<file path="src/rtl/serializer_core_scheduler.sv">
// Per-core task lifecycle tracker in front of the conflict serializer.
// Gates dequeue requests with an anti-starvation mask and funnels
// simultaneous core finishes into a single round-robin finish port.
module serializer_core_scheduler #(
    parameter int NUM_CORES       = 16,
    parameter int TASK_TYPE_WIDTH = 4,
    parameter int STARVE_LIMIT    = 64,
    localparam int LOG_N          = $clog2(NUM_CORES)
) (
    input  logic                                 clk,
    input  logic                                 rst,
    input  logic [NUM_CORES-1:0]                 core_req_valid,
    input  logic [NUM_CORES*TASK_TYPE_WIDTH-1:0] core_req_ttype,
    input  logic [NUM_CORES-1:0]                 core_finish,
    output logic [NUM_CORES-1:0]                 core_grant,
    output logic [NUM_CORES-1:0]                 s_arvalid,
    output logic [NUM_CORES*TASK_TYPE_WIDTH-1:0] s_araddr,
    input  logic [NUM_CORES-1:0]                 s_rvalid,
    output logic                                 finished_task_valid,
    output logic [LOG_N-1:0]                     finished_task_core,
    output logic                                 all_idle,
    output logic [31:0]                          starve_count,
    output logic                                 protocol_err
);

    localparam int unsigned NC          = NUM_CORES;
    localparam int unsigned TW          = TASK_TYPE_WIDTH;
    localparam logic [7:0]  STARVE_LIM8 = 8'(STARVE_LIMIT);

    typedef enum logic [1:0] {IDLE, WAIT, RUN, FIN} core_state_e;

    core_state_e            state_q [NUM_CORES];
    core_state_e            state_d [NUM_CORES];
    logic [7:0]             age_q   [NUM_CORES];
    logic [NUM_CORES-1:0]   mask_q;
    logic                   prio_held;
    logic [LOG_N-1:0]       prio_idx;
    logic [LOG_N-1:0]       rr_ptr;
    logic                   win_found;
    logic [LOG_N-1:0]       win_idx;
    logic                   starve_found;
    logic [LOG_N-1:0]       starve_idx;
    logic [NUM_CORES-1:0]   run_vec;
    int unsigned            rr_idx;

    // Round-robin pick of the first FIN core at or after rr_ptr.
    always_comb begin
        win_found = 1'b0;
        win_idx   = '0;
        rr_idx    = 0;
        for (int unsigned k = 0; k < NC; k++) begin
            rr_idx = 32'(rr_ptr) + k;
            if (rr_idx >= NC) rr_idx = rr_idx - NC;
            if (!win_found && state_q[rr_idx[LOG_N-1:0]] == FIN) begin
                win_found = 1'b1;
                win_idx   = rr_idx[LOG_N-1:0];
            end
        end
    end

    // Lowest-index waiting core whose age has reached the starvation limit.
    always_comb begin
        starve_found = 1'b0;
        starve_idx   = '0;
        for (int unsigned i = 0; i < NC; i++) begin
            if (!starve_found && state_q[i] == WAIT && age_q[i] >= STARVE_LIM8) begin
                starve_found = 1'b1;
                starve_idx   = LOG_N'(i);
            end
        end
    end

    // Per-core next-state logic.
    always_comb begin
        for (int unsigned i = 0; i < NC; i++) begin
            state_d[i] = state_q[i];
            case (state_q[i])
                IDLE:    if (core_req_valid[i]) state_d[i] = WAIT;
                WAIT:    if (s_rvalid[i])       state_d[i] = RUN;
                RUN:     if (core_finish[i])    state_d[i] = FIN;
                FIN:     if (win_found && win_idx == LOG_N'(i)) state_d[i] = IDLE;
                default: state_d[i] = IDLE;
            endcase
        end
    end

    // Combinational outputs decoded from the state vector.
    always_comb begin
        core_grant = '0;
        s_arvalid  = '0;
        run_vec    = '0;
        all_idle   = 1'b1;
        for (int unsigned i = 0; i < NC; i++) begin
            core_grant[i] = s_rvalid[i] && state_q[i] == WAIT;
            s_arvalid[i]  = mask_q[i] && state_q[i] == WAIT;
            run_vec[i]    = state_q[i] == RUN;
            if (state_q[i] != IDLE) all_idle = 1'b0;
        end
    end

    // Per-core state register.
    always_ff @(posedge clk or posedge rst) begin
        if (rst) begin
            for (int unsigned i = 0; i < NC; i++) state_q[i] <= IDLE;
        end else begin
            for (int unsigned i = 0; i < NC; i++) state_q[i] <= state_d[i];
        end
    end

    // Capture requested type on acceptance; age waiting cores with saturation.
    always_ff @(posedge clk or posedge rst) begin
        if (rst) begin
            s_araddr <= '0;
            for (int unsigned i = 0; i < NC; i++) age_q[i] <= '0;
        end else begin
            for (int unsigned i = 0; i < NC; i++) begin
                if (state_q[i] == IDLE && core_req_valid[i]) begin
                    s_araddr[i*TW +: TW] <= core_req_ttype[i*TW +: TW];
                    age_q[i]             <= '0;
                end else if (state_q[i] == WAIT && age_q[i] != 8'hFF) begin
                    age_q[i] <= age_q[i] + 8'd1;
                end
            end
        end
    end

    // Anti-starvation mask: hold one starved core exclusive until it is served.
    always_ff @(posedge clk or posedge rst) begin
        if (rst) begin
            mask_q       <= '1;
            prio_held    <= 1'b0;
            prio_idx     <= '0;
            starve_count <= '0;
        end else if (prio_held) begin
            if (s_rvalid[prio_idx] && state_q[prio_idx] == WAIT) begin
                prio_held <= 1'b0;
                mask_q    <= '1;
            end
        end else if (starve_found) begin
            prio_held <= 1'b1;
            prio_idx  <= starve_idx;
            mask_q    <= {{(NUM_CORES-1){1'b0}}, 1'b1} << starve_idx;
            if (starve_count != '1) starve_count <= starve_count + 32'd1;
        end
    end

    // Registered finish notification, round-robin pointer and sticky error.
    always_ff @(posedge clk or posedge rst) begin
        if (rst) begin
            finished_task_valid <= 1'b0;
            finished_task_core  <= '0;
            rr_ptr              <= '0;
            protocol_err        <= 1'b0;
        end else begin
            finished_task_valid <= win_found;
            if (win_found) begin
                finished_task_core <= win_idx;
                rr_ptr <= (win_idx == LOG_N'(NC - 1)) ? '0 : win_idx + 1'b1;
            end
            if (|(core_finish & ~run_vec)) protocol_err <= 1'b1;
        end
    end

endmodule

</file>
<file path="config.mk">
export PLATFORM = sky130hd
export DESIGN_NAME = serializer_core_scheduler
export DESIGN_NICKNAME = d
export VERILOG_FILES = /design/src/rtl/serializer_core_scheduler.sv
export SDC_FILE = /design/constraint.sdc
export NUM_CORES = 1
export LEC_CHECK = 0
export BUFFER_PORTS_ARGS = -buffer_cell sky130_fd_sc_hd__buf_2
export CAP_MARGIN = 25
export CORE_ASPECT_RATIO = 2
export CORE_UTILIZATION = 60
export DETAILED_ROUTE_END_ITERATION = 10
export GPL_TIMING_DRIVEN = 0
export PLACE_DENSITY_LB_ADDON = 0.12
export SLEW_MARGIN = 20
export SYNTH_ARGS = -nofsm -noshare
export SYNTH_HDL_FRONTEND = slang
export SYNTH_SLANG_ARGS = --single-unit
</file>
<file path="constraint.sdc">
create_clock -name clk -period 15.7 [get_ports clk]
set_clock_uncertainty 0.2 [all_clocks]
set_input_delay 0.785 -clock clk [delete_from_list [all_inputs] [get_ports clk]]
set_output_delay 0.785 -clock clk [all_outputs]
set_load 0.005 [all_outputs]
</file>
==> reports/metrics.cfg <==
[global_route]
gr-total-overflow=0
grt_max_degree=110
antenna_found_initial=2
grt_pass1_vias=17100
grtUsageTotal=0.395
grt_pass1_wl_mm=93.7

[logic_synthesis]
synth-edff-count=0
seq_area_frac_synth=0.392
synth.avg_cell_area_um2=9.54
ys_warn_count=0
syn-num-nets=2147
syn_inst=1925
ys_async_sr_fraction=1.00
ys_types=90
synth_top_flop_cell=dfrtp_1
ys_seq_elements=287
synth_area_mm2=0.0184

[clock_tree]
cts.clk_slew.worst_paths_ps=70
post_cts_buffers=0
htree_levels=1
tritoncts=built
cts_root_buf=clkbuf_16
clkSinkCount=287
cts_buffer_depth=3
hold_buffers=0
clock_latency_ps=570
cts_resized=0
cts_made_buffers=27

[detailed_routing]
via_per_inst=6.39
firstDrtPassIters=8
routed_wl_mm=61.4
num_vias=16600
drc=0
ant_nets=0
drt_iter0_drc=1079
drt-wirelength-per-cell_um=23.7

[sta]
worstMarginPinSlew_ps=1070
maxSlewViolCount=0
fin_setup_tns_ps=0
post-route-period-util=0.482
rsz0062_at_grt=no
setup_viol=0
max_freq_ghz=0.132
timing_hold_violations_final=0
relSlewSlack=0.269
min_period_ps=7570

[place]
dp_hpwl_mm=45.9
dp_cells=2543
gp_congestion=1.01
io_buffers=248

[final_layout]
fin_cells=2593
fin_util=0.698
drive_above_1_share=0.210
fillerInstances=2428
final_common_cell=dfrtp_1
layout_common_cells=dfrtp_1, buf_2, nor2_1
nNetsFinal=2426
area_delta_synth_final_pct=14.7

[setup_path]
cp_slowest_stage_delay_ps=860
critPathRequiredTime_ps=15930
arrival_ps=7800
worstPathBufferInverterCount=6
critPathKind=reg2reg
path_cells=buf_4, clkinv_1, ha_1, clkbuf_1, inv_1, mux4_2, nor3_1, a221oi_2, nand4bb_4, or4_4, buf_6, o32ai_1, ha_1, and2_1, clkbuf_1, o221ai_1, a311o_1
cpLargestDelayFamily=buffers and inverters
start_kind=flop
cp_slowest_cell=o32ai_1
critPathMaxFanout=10
cp-end-kind=flop

[die]
die_w_um=126
fp-row-count=90
die_h_um=249
die_area_mm2=0.0314
io_pins=249
core-area_mm2=0.0302
initial_core_util=0.609

[hold_path]
hold_class=in2async

[outcome]
run_status=complete, no violations

[flow_run]
maxCapViolations=0

[per-stage QoR]
stage / instance area [µm²] / hold WS (ps) / worst slack (ps)
2_1_floorplan: 18400 / 262 / 6820
3_3_place_gp: 20100 / 268 / 3860
3_5_place_dp: 20100 / 265 / 8430
4_1_cts: 21100 / 180 / 8410
5_1_grt: 21100 / 204 / 7870
6_report: 21100 / 143 / 8130
[final cells by class]
type / instances / area, µm² / share of cell area
plain buffers: 60 / 292 / 0.0138
repair buffers: 250 / 1300 / 0.0615
inverters: 109 / 417 / 0.0198
diodes: 1 / 2.50 / 0.000119
clock buffers: 35 / 726 / 0.0344
multi-input cells: 1469 / 10500 / 0.497
clock inverters: 14 / 196 / 0.00932
well taps: 368 / 460 / 0.0219
flip-flops and latches: 287 / 7200 / 0.342
[cells in the mapped netlist, types with 7 or more instances]
cell / instances / share of area
dfrtp_1: 271 / 0.37
nor2_1: 189 / 0.039
nand2_1: 166 / 0.034
ha_1: 108 / 0.074
inv_1: 106 / 0.022
o21ai_0: 85 / 0.023
nand3_1: 84 / 0.023
mux2_2: 79 / 0.048
xor2_1: 77 / 0.037
a21oi_1: 66 / 0.018
and2_1: 59 / 0.020
nand4_1: 58 / 0.020
xnor2_1: 58 / 0.028
clkbuf_1: 36 / 0.0074
or3_1: 34 / 0.012
mux2i_1: 33 / 0.018
and3_1: 32 / 0.011
o211ai_1: 21 / 0.0086
o221ai_1: 21 / 0.010
mux4_2: 20 / 0.025
nand3b_1: 19 / 0.0078
a31oi_1: 18 / 0.0061
dfstp_2: 16 / 0.023
o21a_1: 16 / 0.0065
nor3_1: 15 / 0.0041
o22ai_1: 15 / 0.0051
a222oi_1: 14 / 0.0076
buf_2: 14 / 0.0038
o31ai_1: 12 / 0.0049
nor4b_1: 11 / 0.0052
a311o_1: 10 / 0.0055
and4_1: 8 / 0.0038
a21o_1: 7 / 0.0029
nand2b_1: 7 / 0.0024
o41ai_1: 7 / 0.0033
or2_2: 7 / 0.0024
[cell families (layout without fill, tap and decap cells)]
logic type,after synthesis,after routing,synth area share
and+or+nand+nor,724,724,0.200
AOI/OAI and AO/OA,367,367,0.138
DFF,287,287,0.392
buffers and inverters,169,468,0.0381
xor gates and xnor gates,135,135,0.0644
muxes,135,135,0.0933
adders and majority gates,108,108,0.0736
other,0,1,0
[layer usage]
layer | up-vias | global-route usage | wire length, µm
li1 | 7498 | - | -
met1 | 8106 | 0.373 | 19600
met2 | 668 | 0.694 | 31200
met3 | 305 | 0.0890 | 3900
met4 | 4 | 0.377 | 6710
met5 | - | 0 | 23
[state kept, by name (all words and copies together), names as in the netlist]
signal and count:
prio_idx 4, starve_count 32, finished_task_valid 1, s_araddr 64, state_q 32, age_q 128
mask_q 16, rr_ptr 4, finished_task_core 4, protocol_err 1, prio_held 1
[path summary, 6_finish.rpt]
path / start / slack [ps] / cells after the start / to
setup / recovery: rr_ptr[2]$_DFFE_PP0P_ / 8130 / 17 / state_q[15]$_DFFE_PP0P_
hold / removal: rst / 140 / 2 / age_q[25]$_DFFE_PP0P_
setup reg to reg: rr_ptr[2]$_DFFE_PP0P_ / 8130 / 17 / state_q[15]$_DFFE_PP0P_
hold reg to reg: finished_task_core[1]$_DFFE_PP0P_ / 280 / 2 / finished_task_core[1]$_DFFE_PP0P_
max in group asynchronous: rst / 14150 / 3 / s_araddr[3]$_DFFE_PP0P_
min in group clk: core_req_ttype[51] / 240 / 2 / s_araddr[51]$_DFFE_PP0P_
[worst reg2reg max path: stages (launching register included)]
cell and delay [ps]:
dfrtp_1 510, buf_4 250, clkinv_1 400, ha_1 450, clkbuf_1 510, inv_1 380, mux4_2 420, nor3_1 190
a221oi_2 130, nand4bb_4 350, or4_4 590, buf_6 160, o32ai_1 860, ha_1 310, and2_1 310, clkbuf_1 770
o221ai_1 290, a311o_1 330
Power is left out: the tool's default activity adds up to more than one toggle a clock period on the data nets, which glitch-free logic cannot reach.
